===== config.mk =====
export PLATFORM = sky130hd
export DESIGN_NAME = raifes_dm_cmd_ctrl_flat
export DESIGN_NICKNAME = d
export VERILOG_FILES = /design/src/rtl/raifes_dm_cmd_ctrl_if.sv /design/src/rtl/raifes_dm_cmd_ctrl.sv /design/src/flat_wrapper.sv
export SDC_FILE = /design/constraint.sdc
export NUM_CORES = 1
export LEC_CHECK = 0
export BUFFER_PORTS_ARGS = -buffer_cell sky130_fd_sc_hd__buf_2
export CORE_AREA = 5 5 98 100
export DETAILED_ROUTE_END_ITERATION = 12
export DIE_AREA = 0 0 103 105
export PLACE_DENSITY = 0.82
export REMOVE_ABC_BUFFERS = 1
export SYNTH_ARGS = -nofsm -noshare
export SYNTH_HDL_FRONTEND = slang
export SYNTH_SLANG_ARGS = --single-unit

===== constraint.sdc =====
create_clock -name clk -period 2.3 [get_ports clk]
set_input_delay 0.46 -clock clk [delete_from_list [all_inputs] [get_ports clk]]
set_output_delay 0.46 -clock clk [all_outputs]
set_load 0.01 [all_outputs]

===== src/rtl/raifes_dm_cmd_ctrl_if.sv =====
// Command and ROM-status bundle of the abstract-command sequencer.
// slave = sequencer side; master = DMI register file plus ROM status side.
interface raifes_dm_cmd_ctrl_if;
    logic        cmd_valid;
    logic        cmd_ready;
    logic [1:0]  cmd_type;
    logic [4:0]  cmd_regno;
    logic        cmd_postexec;
    logic [31:0] dmi_progbuf0;
    logic [31:0] dmi_progbuf1;
    logic [31:0] progbuf0;
    logic [31:0] progbuf1;
    logic        postexec_req;
    logic        postexec_busy;
    logic        resume_req;
    logic        halted;
    logic        resume_ack;
    logic        busy;
    logic [2:0]  cmderr;
    logic        cmderr_clr;
    logic        data0_access;

    modport slave (
        input  cmd_valid, cmd_type, cmd_regno, cmd_postexec,
        input  dmi_progbuf0, dmi_progbuf1,
        input  postexec_busy, halted, resume_ack,
        input  cmderr_clr, data0_access,
        output cmd_ready, progbuf0, progbuf1,
        output postexec_req, resume_req, busy, cmderr
    );

    modport master (
        output cmd_valid, cmd_type, cmd_regno, cmd_postexec,
        output dmi_progbuf0, dmi_progbuf1,
        output postexec_busy, halted, resume_ack,
        output cmderr_clr, data0_access,
        input  cmd_ready, progbuf0, progbuf1,
        input  postexec_req, resume_req, busy, cmderr
    );
endinterface


===== src/rtl/raifes_dm_cmd_ctrl.sv =====
// Abstract-command sequencer: builds progbuf0/1, drives postexec/resume handshakes to the debug ROM.
// Optional macro RAIFES_DM_AUTOEXEC_EN: data0_access re-issues the last register/exec command.
module raifes_dm_cmd_ctrl #(
    parameter int unsigned TIMEOUT_CYCLES = 1024,
    parameter logic [31:0] NOP_INSN       = 32'h00000013
) (
    input logic                 clk,
    input logic                 nreset,
    raifes_dm_cmd_ctrl_if.slave bus
);
    localparam int unsigned   TW       = $clog2(TIMEOUT_CYCLES) + 1;
    localparam logic [TW-1:0] TMO_LAST = TW'(TIMEOUT_CYCLES - 1);
    localparam logic [31:0]   SW_BASE  = 32'h14002623;
    localparam logic [31:0]   LW_BASE  = 32'h14C02003;

    typedef enum logic [2:0] {
        IDLE     = 3'd0,
        LOAD     = 3'd1,
        ARM      = 3'd2,
        WAIT_SET = 3'd3,
        WAIT_CLR = 3'd4,
        RES_REQ  = 3'd5,
        RES_DROP = 3'd6
    } state_e;

    state_e        state_q;
    logic [TW-1:0] timer_q;
    logic [1:0]    type_q;
    logic [4:0]    regno_q;
    logic          postexec_q;
    logic [31:0]   progbuf0_q;
    logic [31:0]   progbuf1_q;
    logic          postexec_req_q;
    logic          resume_req_q;
    logic          busy_q;
    logic [2:0]    cmderr_q;
    logic [2:0]    cmderr_d;
    logic [2:0]    err_set;
    logic          waiting;
    logic          progress;
    logic          timeout;
`ifdef RAIFES_DM_AUTOEXEC_EN
    logic          last_vld_q;
`else
    logic          unused_data0;
    assign unused_data0 = bus.data0_access;
`endif

    // Progress wins over an expiring timer in the same cycle.
    always_comb begin
        waiting  = 1'b0;
        progress = 1'b0;
        case (state_q)
            WAIT_SET: begin waiting = 1'b1; progress = bus.postexec_busy;  end
            WAIT_CLR: begin waiting = 1'b1; progress = !bus.postexec_busy; end
            RES_REQ:  begin waiting = 1'b1; progress = bus.resume_ack;     end
            RES_DROP: begin waiting = 1'b1; progress = !bus.halted;        end
            default: ;
        endcase
    end

    assign timeout = waiting && !progress && (timer_q == TMO_LAST);

    // cmderr is first-error-wins; a same-cycle clear beats any new error.
    always_comb begin
        err_set = 3'd0;
        if (state_q == IDLE) begin
            if (bus.cmd_valid && (bus.cmd_type != 2'd3) && !bus.halted)
                err_set = 3'd4;
        end else begin
            if (bus.cmd_valid)
                err_set = 3'd1;
`ifdef RAIFES_DM_AUTOEXEC_EN
            if (bus.data0_access)
                err_set = 3'd1;
`endif
            if (timeout)
                err_set = 3'd4;
        end
        if (bus.cmderr_clr)
            cmderr_d = 3'd0;
        else if (cmderr_q == 3'd0)
            cmderr_d = err_set;
        else
            cmderr_d = cmderr_q;
    end

    always_ff @(posedge clk or negedge nreset) begin
        if (!nreset) begin
            state_q        <= IDLE;
            timer_q        <= '0;
            type_q         <= 2'd0;
            regno_q        <= 5'd0;
            postexec_q     <= 1'b0;
            progbuf0_q     <= NOP_INSN;
            progbuf1_q     <= NOP_INSN;
            postexec_req_q <= 1'b0;
            resume_req_q   <= 1'b0;
            busy_q         <= 1'b0;
            cmderr_q       <= 3'd0;
`ifdef RAIFES_DM_AUTOEXEC_EN
            last_vld_q     <= 1'b0;
`endif
        end else begin
            cmderr_q       <= cmderr_d;
            timer_q        <= '0;
            postexec_req_q <= 1'b0;
            case (state_q)
                IDLE: begin
                    if (bus.cmd_valid && (cmderr_q == 3'd0)) begin
                        if (bus.cmd_type == 2'd3) begin
                            if (bus.halted) begin
                                state_q      <= RES_REQ;
                                resume_req_q <= 1'b1;
                                busy_q       <= 1'b1;
                            end
                        end else if (bus.halted) begin
                            type_q     <= bus.cmd_type;
                            regno_q    <= bus.cmd_regno;
                            postexec_q <= bus.cmd_postexec;
                            state_q    <= LOAD;
                            busy_q     <= 1'b1;
`ifdef RAIFES_DM_AUTOEXEC_EN
                            last_vld_q <= 1'b1;
`endif
                        end
                    end
`ifdef RAIFES_DM_AUTOEXEC_EN
                    else if (bus.data0_access && (cmderr_q == 3'd0) && last_vld_q) begin
                        state_q <= LOAD;
                        busy_q  <= 1'b1;
                    end
`endif
                end
                LOAD: begin
                    case (type_q)
                        2'd0: begin
                            progbuf0_q <= SW_BASE | (32'(regno_q) << 20);
                            progbuf1_q <= postexec_q ? bus.dmi_progbuf0 : NOP_INSN;
                        end
                        2'd1: begin
                            progbuf0_q <= LW_BASE | (32'(regno_q) << 7);
                            progbuf1_q <= postexec_q ? bus.dmi_progbuf0 : NOP_INSN;
                        end
                        default: begin
                            progbuf0_q <= bus.dmi_progbuf0;
                            progbuf1_q <= bus.dmi_progbuf1;
                        end
                    endcase
                    state_q        <= ARM;
                    postexec_req_q <= 1'b1;
                end
                ARM: state_q <= WAIT_SET;
                WAIT_SET, WAIT_CLR, RES_REQ, RES_DROP: begin
                    if (progress) begin
                        case (state_q)
                            WAIT_SET: state_q <= WAIT_CLR;
                            RES_REQ: begin
                                state_q      <= RES_DROP;
                                resume_req_q <= 1'b0;
                            end
                            default: begin
                                state_q <= IDLE;
                                busy_q  <= 1'b0;
                            end
                        endcase
                    end else if (timeout) begin
                        // Abort keeps progbuf words; only the handshakes are dropped.
                        state_q      <= IDLE;
                        busy_q       <= 1'b0;
                        resume_req_q <= 1'b0;
                    end else begin
                        timer_q <= timer_q + TW'(1);
                    end
                end
                default: begin
                    state_q      <= IDLE;
                    busy_q       <= 1'b0;
                    resume_req_q <= 1'b0;
                end
            endcase
        end
    end

    assign bus.cmd_ready    = (state_q == IDLE);
    assign bus.progbuf0     = progbuf0_q;
    assign bus.progbuf1     = progbuf1_q;
    assign bus.postexec_req = postexec_req_q;
    assign bus.resume_req   = resume_req_q;
    assign bus.busy         = busy_q;
    assign bus.cmderr       = cmderr_q;
endmodule


===== src/flat_wrapper.sv =====
// flat-port wrapper written by rule: the top's interface ports become plain ports
module raifes_dm_cmd_ctrl_flat 
#(
    parameter int unsigned TIMEOUT_CYCLES = 1024,
    parameter logic [31:0] NOP_INSN       = 32'h00000013
)
  (clk, nreset, bus_cmd_valid, bus_cmd_type, bus_cmd_regno, bus_cmd_postexec, bus_dmi_progbuf0, bus_dmi_progbuf1, bus_postexec_busy, bus_halted, bus_resume_ack, bus_cmderr_clr, bus_data0_access, bus_cmd_ready, bus_progbuf0, bus_progbuf1, bus_postexec_req, bus_resume_req, bus_busy, bus_cmderr);
  raifes_dm_cmd_ctrl_if bus_i ();
  input logic clk;
  input logic nreset;
  input wire logic [$bits(bus_i.cmd_valid)-1:0] bus_cmd_valid;
  input wire logic [$bits(bus_i.cmd_type)-1:0] bus_cmd_type;
  input wire logic [$bits(bus_i.cmd_regno)-1:0] bus_cmd_regno;
  input wire logic [$bits(bus_i.cmd_postexec)-1:0] bus_cmd_postexec;
  input wire logic [$bits(bus_i.dmi_progbuf0)-1:0] bus_dmi_progbuf0;
  input wire logic [$bits(bus_i.dmi_progbuf1)-1:0] bus_dmi_progbuf1;
  input wire logic [$bits(bus_i.postexec_busy)-1:0] bus_postexec_busy;
  input wire logic [$bits(bus_i.halted)-1:0] bus_halted;
  input wire logic [$bits(bus_i.resume_ack)-1:0] bus_resume_ack;
  input wire logic [$bits(bus_i.cmderr_clr)-1:0] bus_cmderr_clr;
  input wire logic [$bits(bus_i.data0_access)-1:0] bus_data0_access;
  output wire logic [$bits(bus_i.cmd_ready)-1:0] bus_cmd_ready;
  output wire logic [$bits(bus_i.progbuf0)-1:0] bus_progbuf0;
  output wire logic [$bits(bus_i.progbuf1)-1:0] bus_progbuf1;
  output wire logic [$bits(bus_i.postexec_req)-1:0] bus_postexec_req;
  output wire logic [$bits(bus_i.resume_req)-1:0] bus_resume_req;
  output wire logic [$bits(bus_i.busy)-1:0] bus_busy;
  output wire logic [$bits(bus_i.cmderr)-1:0] bus_cmderr;
  assign bus_i.cmd_valid = bus_cmd_valid;
  assign bus_i.cmd_type = bus_cmd_type;
  assign bus_i.cmd_regno = bus_cmd_regno;
  assign bus_i.cmd_postexec = bus_cmd_postexec;
  assign bus_i.dmi_progbuf0 = bus_dmi_progbuf0;
  assign bus_i.dmi_progbuf1 = bus_dmi_progbuf1;
  assign bus_i.postexec_busy = bus_postexec_busy;
  assign bus_i.halted = bus_halted;
  assign bus_i.resume_ack = bus_resume_ack;
  assign bus_i.cmderr_clr = bus_cmderr_clr;
  assign bus_i.data0_access = bus_data0_access;
  assign bus_cmd_ready = bus_i.cmd_ready;
  assign bus_progbuf0 = bus_i.progbuf0;
  assign bus_progbuf1 = bus_i.progbuf1;
  assign bus_postexec_req = bus_i.postexec_req;
  assign bus_resume_req = bus_i.resume_req;
  assign bus_busy = bus_i.busy;
  assign bus_cmderr = bus_i.cmderr;
  raifes_dm_cmd_ctrl #(.TIMEOUT_CYCLES(TIMEOUT_CYCLES), .NOP_INSN(NOP_INSN)) u_core (.clk(clk), .nreset(nreset), .bus(bus_i));
endmodule

---- Yosys cells after proc, flatten, opt, wreduce, memory -nomap -nowiden ----
Index checks and enable logic that the tools add are counted.
W data, S select, Z words.
storage, ports and cells
  register bits ........................... 92
  input port bits ......................... 80
  output and inout port bits .............. 71
  word-level logic and storage cells ...... 84
cells by class
  add/subtract/negate cells ............... 1
  equality and inequality tests ........... 16
  multiplexer cells ....................... 34
  bitwise logic cells ..................... 2
  reductions and logical operators ........ 20
operators with widths
  kind                     number
  $mux W32                 2
  $pmux W32 S2             1
  $mux W11                 3
  $mux W3                  11
  $mux W1                  12
  $pmux W3 S4              1
  $add A11 B1 Y11 const B  1
  $eq A11 B10 Y1 const B   1
  $eq A3 B3 Y1 const B     3
  $eq A3 B2 Y1 const B     2
  $logic_not A3 Y1         2
  $ne A3 B3 Y1 const B     2
  $pmux W1 S3              2
  $pmux W3 S2              1
  $reduce_and A6 Y1        1
  $reduce_or A2 Y1         3
  $logic_and A1 B1 Y1      5
  $reduce_and A5 Y1        1
  $ne A2 B1 Y1 const B     2
  $ne A2 B2 Y1 const B     2
  $pmux W1 S4              1
  $reduce_and A4 Y1        1
  $reduce_or A4 Y1         1
  $eq A3 B1 Y1 const B     1
  8 further kinds          11

---- Longest topological paths before layout ----
Gate-level depths: netlist of run 1.
  word-level depth ........................ 9
  mapped depth ............................ 9
  gate-level depth less buffers ........... 7

---- Least setup slack after synthesis of run 1 ----
OpenSTA, ideal clock, no wires.
  path kind ............................... reg-to-reg
  from .................................... reg u_core.timer_q[0]
  to ...................................... reg u_core.busy_q (netlist: u_core.bus.busy)
  setup time .............................. 0.126 ns
  arrival ................................. 1.737 ns
  data required time ...................... 2.174 ns
  path slack .............................. 0.437 ns
  stages on the path, launching flop included .. 8
  path buffers ............................ 1
  period minus slack after synthesis ...... 1.863 ns
  path through ............................ dfrtp_1 ha_1 and4_1 and4_1 a21o_1 buf_6 and2_4 a221o_1
on the way
  longest elaborated chain between the ends .. 4
ends and longest elaborated chain
  item                         RTL line                   source
  start: declaration           raifes_dm_cmd_ctrl.sv:27   logic [TW-1:0] timer_q;
  start signal: assignment     raifes_dm_cmd_ctrl.sv:173  timer_q <= timer_q + TW'(1);
  $eq A11 B10 Y1               raifes_dm_cmd_ctrl.sv:62   assign timeout = waiting && !progress && (timer_q == TMO_LAST);
  $logic_and A1 B1 Y1          raifes_dm_cmd_ctrl.sv:62
  $ne A3 B1 Y1 (no line)       -
  $reduce_and A5 Y1 (no line)  -
  end signal: assignment       raifes_dm_cmd_ctrl.sv:99   busy_q <= 1'b0;
  end signal: assignment       raifes_dm_cmd_ctrl.sv:115  busy_q <= 1'b1;
  end signal: assignment       raifes_dm_cmd_ctrl.sv:122  busy_q <= 1'b1;
  end: declaration             raifes_dm_cmd_ctrl.sv:35   logic busy_q;
Every way passes these cells.
A chain may end at the register's enable or synchronous reset.

---- Worst setup path after layout of run 1 ----
  from .................................... reg u_core.state_q[0]
  to ...................................... reg u_core.state_q[2]
on the way
  longest elaborated chain between the ends .. 7
  elaborated cells between the ends (all ways) .. 20
  classes of those cells .................. eq/ne: 9; mux: 5; reduce/logical: 6
ends and longest elaborated chain
  item                                                    RTL line                                             source
  start: declaration                                      raifes_dm_cmd_ctrl.sv:26                             state_e state_q;
  start signal: assignment                                raifes_dm_cmd_ctrl.sv:90                             state_q <= IDLE;
  start signal: assignment                                raifes_dm_cmd_ctrl.sv:113                            state_q <= RES_REQ;
  start signal: assignment                                raifes_dm_cmd_ctrl.sv:121                            state_q <= LOAD;
  $eq A3 B3 Y1, or another cell as far along              raifes_dm_cmd_ctrl.sv:53, raifes_dm_cmd_ctrl.sv:108
  $pmux W1 S4 / $reduce_or A4 Y1 (equally long branches)  -
  $logic_not A1 Y1 / $mux W1 (equally long branches)      raifes_dm_cmd_ctrl.sv:62, raifes_dm_cmd_ctrl.sv:53
  $logic_and A1 B1 Y1 (2 in series)                       raifes_dm_cmd_ctrl.sv:62
  $ne A3 B1 Y1 (no line)                                  -
  $reduce_and A3 Y1 (no line)                             -
Parallel ways exist; a longest one is shown, timed or not.

==> results of run 1 <==
[kinds of logic after synthesis]
kind of cell,count (synthesis)
simple gates,187
mux,10
xor+xnor,8
other cells,1
fa+ha+maj,1
buf+inv,43
flops,91
compound gates,110
[synthesized netlist by cell type, types with 2 or more instances]
library cell  count
a21oi_1          39
a221oi_1          6
a31oi_1           3
and2_1            5
and2b_1           2
and3_1           29
and4_1            2
buf_1             6
buf_2             4
buf_4             2
buf_6             2
clkbuf_1         19
dfrtp_1          85
dfstp_2           6
inv_1             6
inv_2             3
mux2_2            8
nand2_1          83
nand3_1          22
nand3b_1          3
nor2_1           28
nor2b_1           2
nor3_1            2
o21ai_0          45
o21ai_1           2
o22ai_1           2
o311ai_0          2
or3_1             2
xnor2_1           4
xor2_1            4
[power breakdown]
part	leakage [nW]	internal [mW]	switching, mW
sequential	1.15	2.20	0.457
combinational	1.48	1.12	1.69
clock	0.102	0.608	0.567
[flip-flops by register name (all words and copies together) (netlist names), 2 cells and up]
name,flops
u_core.type_q,2
u_core.bus.progbuf1,32
u_core.bus.progbuf0,32
u_core.state_q,3
u_core.regno_q,5
u_core.bus.cmderr,2
u_core.timer_q,11
[per-layer routing]
layer	up-vias	wire (um)	track usage, %	part of all wire [%]
li1	1810	-	-	-
met1	1774	4670	28.0	41
met2	154	5390	35.2	48
met3	25	928	3.13	8.2
met4	0	282	7.12	2.5
met5	-	0	0	0
[how the worst max path moves through the flow]
| stage | from | endpoint | slack, ns | depth (start not counted) |
|---|---|---|---|---|
| global placement | u_core.state_q[0] | u_core.state_q[2] | 0.32 | 5 |
| CTS | u_core.state_q[0] | u_core.state_q[2] | 0.28 | 5 |
| global route | u_core.timer_q[0] | u_core.state_q[2] | 0.11 | 6 |
| floorplan | u_core.state_q[2] | u_core.bus.progbuf0[13] | -1.02 | 5 |
| finish | u_core.state_q[0] | u_core.state_q[2] | 0.27 | 5 |
| detailed placement | u_core.state_q[0] | u_core.state_q[2] | 0.29 | 5 |
[area by class of cell]
type	instances	area share, %
clock buffer	9	2.37
clock inverter	6	1.70
sequential	91	43.7
tap	108	2.58
inverter	10	0.717
multi-input combinational	317	33.1
timing repair buffer	155	15.9
[stage by stage]
| step | power, mW | TNS (ns) | util (%) | hold WS, ns | setup slack, ns |
|---|---|---|---|---|---|
| 2_1_floorplan | 4.29 | -43.91 | - | 0.164 | -1.02 |
| 3_3_place_gp | 5.41 | 0 | 58.4 | 0.410 | 0.323 |
| 3_5_place_dp | 5.53 | 0 | 58.4 | 0.414 | 0.295 |
| 4_1_cts | 6.72 | 0 | 60.9 | 0.0210 | 0.279 |
| 5_1_grt | 7.18 | 0 | 60.9 | 0.0396 | 0.114 |
| 6_report | 6.65 | 0 | 60.9 | 0.0247 | 0.266 |
[worst max-delay path: stages, from the launching register on]
cell	delay, ns
dfrtp_1	0.61
and4b_1	0.26
a31oi_2	0.20
a21o_1	0.31
and2_4	0.22
mux2_1	0.32
[layout by cell type (no fill, tap or decap), types with 2 or more instances in the layout]
master / n
a221oi_1: 6
o21ai_1: 2
nand3b_1: 3
inv_1: 6
and3_1: 29
inv_2: 3
o22ai_1: 2
xnor2_1: 4
and4_1: 2
buf_2: 147
nand2_1: 83
dfstp_2: 6
o311ai_0: 2
nor2b_1: 2
and2b_1: 2
a31oi_1: 3
nor2_1: 28
clkbuf_8: 9
buf_4: 5
xor2_1: 4
or3_1: 2
and2_1: 5
nor3_1: 2
a21oi_1: 39
clkinvlp_4: 2
bufinv_16: 2
o21ai_0: 45
mux2_2: 8
dfrtp_1: 84
nand3_1: 21
buf_12: 3
==> metrics.txt, run 1 <==
status complete, no violations; DR DRC count 0; Gate Count Post-Synth 451; fillers 731; GRT Overall Usage 21.1%; Max Clock Freq 492 MHz; Wirelength per Cell 16.2 um; register bit total from synthesis 91; first-pass GRT wire length 18400 um; adder-cell share of the synthesized area 0.299%; Top Ports 151; Root Driver clkbuf_8; port buffer count 148; Clock Path Buffers 2; CTS Sinks 91; initial antenna violation count 0; Hold Crit Class primary input to asynchronous set/reset pin; min Tclk post-route 2.03 ns; H-tree depth 3; Setup CP Type flip-flop to flip-flop; slew margin rel. 30.0%; Reg2Reg Capture Point u_core.state_q[2]; WP data arrival 2.27 ns; largest family of logic cells by synthesized area simple AND/OR/NAND/NOR gates; final period utilization 88.4%; clock skew 0.0106 ns; Crit Path Max Fanout 12; RePlAce Congestion 0.897; drt pass-1 iters 4; Leak 2.73 nW; Synth top area share 50.7%; Mean Syn Cell Area 9.29 um2; Post-Synth Simple-Gate Area 21.2%; post-CTS sizing 0; final instance area 5240 um2; Die Y 105 um; clk_lat worst skew 0.35 ns; Yosys warnings 0; n_diodes 0; drt total wl 11300 um; starting DRC count in detailed routing 216; clk slew on worst S/H paths 0.09 ns; Num CTS Buffers 9; Fin. Hold Viols 0; Placeable Area 8590 um2; Critical R2R Launch u_core.state_q[0]; Power Density 1270 nW/um2; CP Capture Type flip-flop; ys async rst share 100%; via count 3763; post-route ant nets 0; dominant synthesized flop cell dfrtp_1; Remaining Overflow, GRT 0; Max Cap Viol 0; Yosys top cell by area dfrtp_1; Seq/Total Area, Yosys 54.5%; Max IR drop VDD 0.616 mV; Worst Tran Pin Value 1.05 ns; Yosys cell types 53; layout overhead on the synthesized area 24.9%; routed vias/inst 5.41; initial core utilization 48.8%; DP HPWL 8140 um; vias in the first global route 3813; row cnt 34; FF-to-FF setup slack 0.27 ns; Reg area 2290 um2; mux contribution to synthesized area 2.66%; Synth Area in Compound Gates 15.1%; Post-synth EDFFs 0; Final setup viols 0; xor/xnor share of the synthesized area 1.67%; DIE AREA 10800 um2; Post-CTS Hold Fix Bufs 0; DP Area 5020 um2; top cells by area, synth dfrtp_1, nand2_1, o21ai_0; fin cells 696; area of the multi-input gates 1730 um2; reg2reg path depth 5; TritonCTS clock tree yes; RSZ-0062 raised after global routing no; placed cells 681; largest net degree at the start of global routing 46; post-CTS setup buffers 0; Netlist Area Pre-Place 4190 um2; Final nets 665; CP startpoint kind flip-flop; worst endpoint required time 2.54 ns; layout cells sized above 1 32.7%; Slew Limit Fails 0; Die Width 103 um
(Power assumes the default switching activity.)
==> inputs of run 2 (changes only) <==
Settings changed: PLACE_DENSITY 0.82 to not set, PLACE_DENSITY_LB_ADDON set to 0.1.
==> run 2 against run 1 <==
  * Maximum frequency is 5.0% higher
  * Largest cell class unchanged
  * Die area stayed put
  * First-iteration DRC count increased by 1.4%
==> metrics.txt, run 2 (synthesis results as in run 1) <==
status complete, no violations; TritonCTS clock tree yes; crit path from u_core.state_q[2]; port buffer count 148 (unchanged); Gate power share 43.1% (+0.8 points); Total Power 6.55 mW (-1.5%); most frequent cells in the layout buf_2, dfrtp_1, nand2_1, o21ai_0, a21oi_1; min Tclk post-route 1.94 ns (-0.0975 ns); commonest non-fill, non-tap cell in the layout buf_2; Power Density 1250 nW/um2 (-1.5%); Die Width 103 um (unchanged); largest net degree at the start of global routing 50 (+8.7%); worst endpoint required time 1.84 ns (-0.70 ns); routing usage on met1 27.9% (-0.081 points); DP HPWL 7800 um (-4.2%); area of the multi-input gates 1730 um2 (unchanged); CP max stage delay 0.51 ns (-0.10 ns); RePlAce Congestion 0.854 (-4.8%); worst setup path end bus_cmd_ready; Reg2Reg Capture Point u_core.bus.busy; first-pass GRT wire length 17900 um (-2.9%); routed vias/inst 5.30 (-1.9%); Post-CTS Hold Fix Bufs 0 (unchanged); clk slew on worst S/H paths 0.10 ns (about the same); CP Capture Type output port; FF-to-FF setup slack 0.41 ns (+0.14 ns); layout cells sized above 1 33.1% (+0.46 points); via count 3713 (-1.3%); Leak 2.74 nW (+0.38%); Wirelength per Cell 15.5 um (-4.2%); H-tree depth 3 (unchanged); Reg area 2290 um2 (unchanged); Num CTS Buffers 9 (unchanged); RSZ-0062 raised after global routing no; DIE AREA 10800 um2 (unchanged); reg2reg path depth 6 (+1); Crit Path Max Fanout 13 (+1); post-route ant nets 0 (unchanged); Max Clock Freq 516 MHz (+5.0%); Remaining Overflow, GRT 0 (unchanged); drt pass-1 iters 4 (unchanged); Slew Limit Fails 0 (unchanged); cell-by-cell trace of the critical path nor2_1 -> nand2_1 -> inv_2 -> buf_2; Max IR drop VDD 0.593 mV (-3.8%); net switching power 2.71 mW (about the same); layout overhead on the synthesized area 24.8% (about the same); final instance area 5230 um2 (about the same); slew margin rel. 61.3% (+31 points); Final setup viols 0 (unchanged); grt met3 use 3.80% (+0.67 points); delay-heaviest family, CP flip-flops; Fin. Hold Viols 0 (unchanged); CTS Sinks 91 (unchanged); Switching Share 41.4% (+0.60 points); initial antenna violation count 0 (unchanged); clock skew 0.00993 ns (-0.000716 ns); P_int 3.83 mW (-2.5%); Setup CP Type flip-flop to output port; DP Area 5030 um2 (+0.20%); row cnt 34 (unchanged); GR peak layer met2; Hold Crit Class primary input to asynchronous set/reset pin; Max Cap Viol 0 (unchanged); Critical R2R Launch u_core.timer_q[0]; Worst Slack Setup Final 0.363 ns (+0.0975 ns); starting DRC count in detailed routing 219 (+1.4%); clk_lat worst skew 0.36 ns (about the same); sequential power share 40.0% (about the same); n_diodes 0 (unchanged); drt total wl 10900 um (-3.7%); initial core utilization 48.8% (unchanged); Placement Setup Slack 0.435 ns (+0.141 ns); Worst Tran Pin Value 0.580 ns (-0.470 ns); DR DRC count 0 (unchanged); WP data arrival 1.48 ns (-0.79 ns); Die Y 105 um (unchanged); Levels on crit path 4 (-1); CP startpoint kind flip-flop; CP bufs+invs 2 (+2); CP max-delay cell dfrtp_1; Clock Power Share 16.9% (-0.8 points); Top Ports 151 (unchanged); post-CTS sizing 0 (unchanged); final period utilization 84.2% (-4.2 points); Final nets 668 (+0.45%); post-CTS setup buffers 0 (unchanged); Clock Path Buffers 2 (unchanged); met2 Track Usage GR 33.4% (-1.8 points); Root Driver clkbuf_8; fillers 773 (+5.7%); Placeable Area 8590 um2 (unchanged); GRT Overall Usage 20.6% (-0.51 points); vias in the first global route 3632 (-4.7%)
-- run 2: cell count changes in the layout (fill, tap and decap cells not counted) --
cell / change
buf_4: +4
clkinvlp_4: -2
inv_6: +2
buf_12: -1
bufinv_16: -1
clkinv_2: +1
clkinv_4: +1
-- run 2: area by class of cell --
| cell class | instances | area share [%] |
|---|---|---|
| sequential | 91 | 43.7 |
| clock buffer | 9 | 2.37 |
| multi-input combinational | 317 | 33.1 |
| clock inverter | 7 | 1.44 |
| inverter | 10 | 0.718 |
| tap | 108 | 2.58 |
| timing repair buffer | 158 | 16.1 |
-- run 2: worst min path at each step --
stage                              end  slack (ns)  cells after the start
2_1_floorplan          u_core.bus.busy        0.16                      0
3_3_place_gp   u_core.bus.progbuf0[30]        0.44                      2
3_5_place_dp   u_core.bus.progbuf0[19]        0.45                      2
4_1_cts        u_core.bus.progbuf1[13]         0.1                      1
5_1_grt        u_core.bus.progbuf1[13]        0.12                      1
6_report       u_core.bus.progbuf1[13]        0.08                      1
-- run 2: metrics by stage --
step	setup TNS (ns)	utilization, %	cells	hold WS, ns
2_1_floorplan	-43.91	-	418	0.164
3_3_place_gp	0	58.6	684	0.445
6_report	0	60.9	700	0.0837
4_1_cts	0	60.9	700	0.0976
3_5_place_dp	0	58.6	684	0.450
5_1_grt	0	60.9	700	0.120
-- run 2: metal layers --
layer,up-vias,routed length (um)
met5,-,0
met4,0,133
met3,13,822
met2,104,5240
met1,1770,4650
li1,1826,-
-- run 2: power by group through the flow --
stage / combinational, mW / sequential [mW] / clock, mW
floorplan: 1.38 / 2.91 / 0
global placement: 2.78 / 2.63 / 0
detailed placement: 2.86 / 2.65 / 0
CTS: 2.86 / 2.62 / 1.14
global route: 3.20 / 2.70 / 1.21
finish: 2.82 / 2.62 / 1.11
-- run 2: worst register-to-register path, stage by stage (launching register included) --
cell and delay [ns]:
dfrtp_1 0.42, ha_1 0.25, and4_1 0.26, and4_1 0.18
a21o_1 0.19, and2_4 0.15, a221o_1 0.34
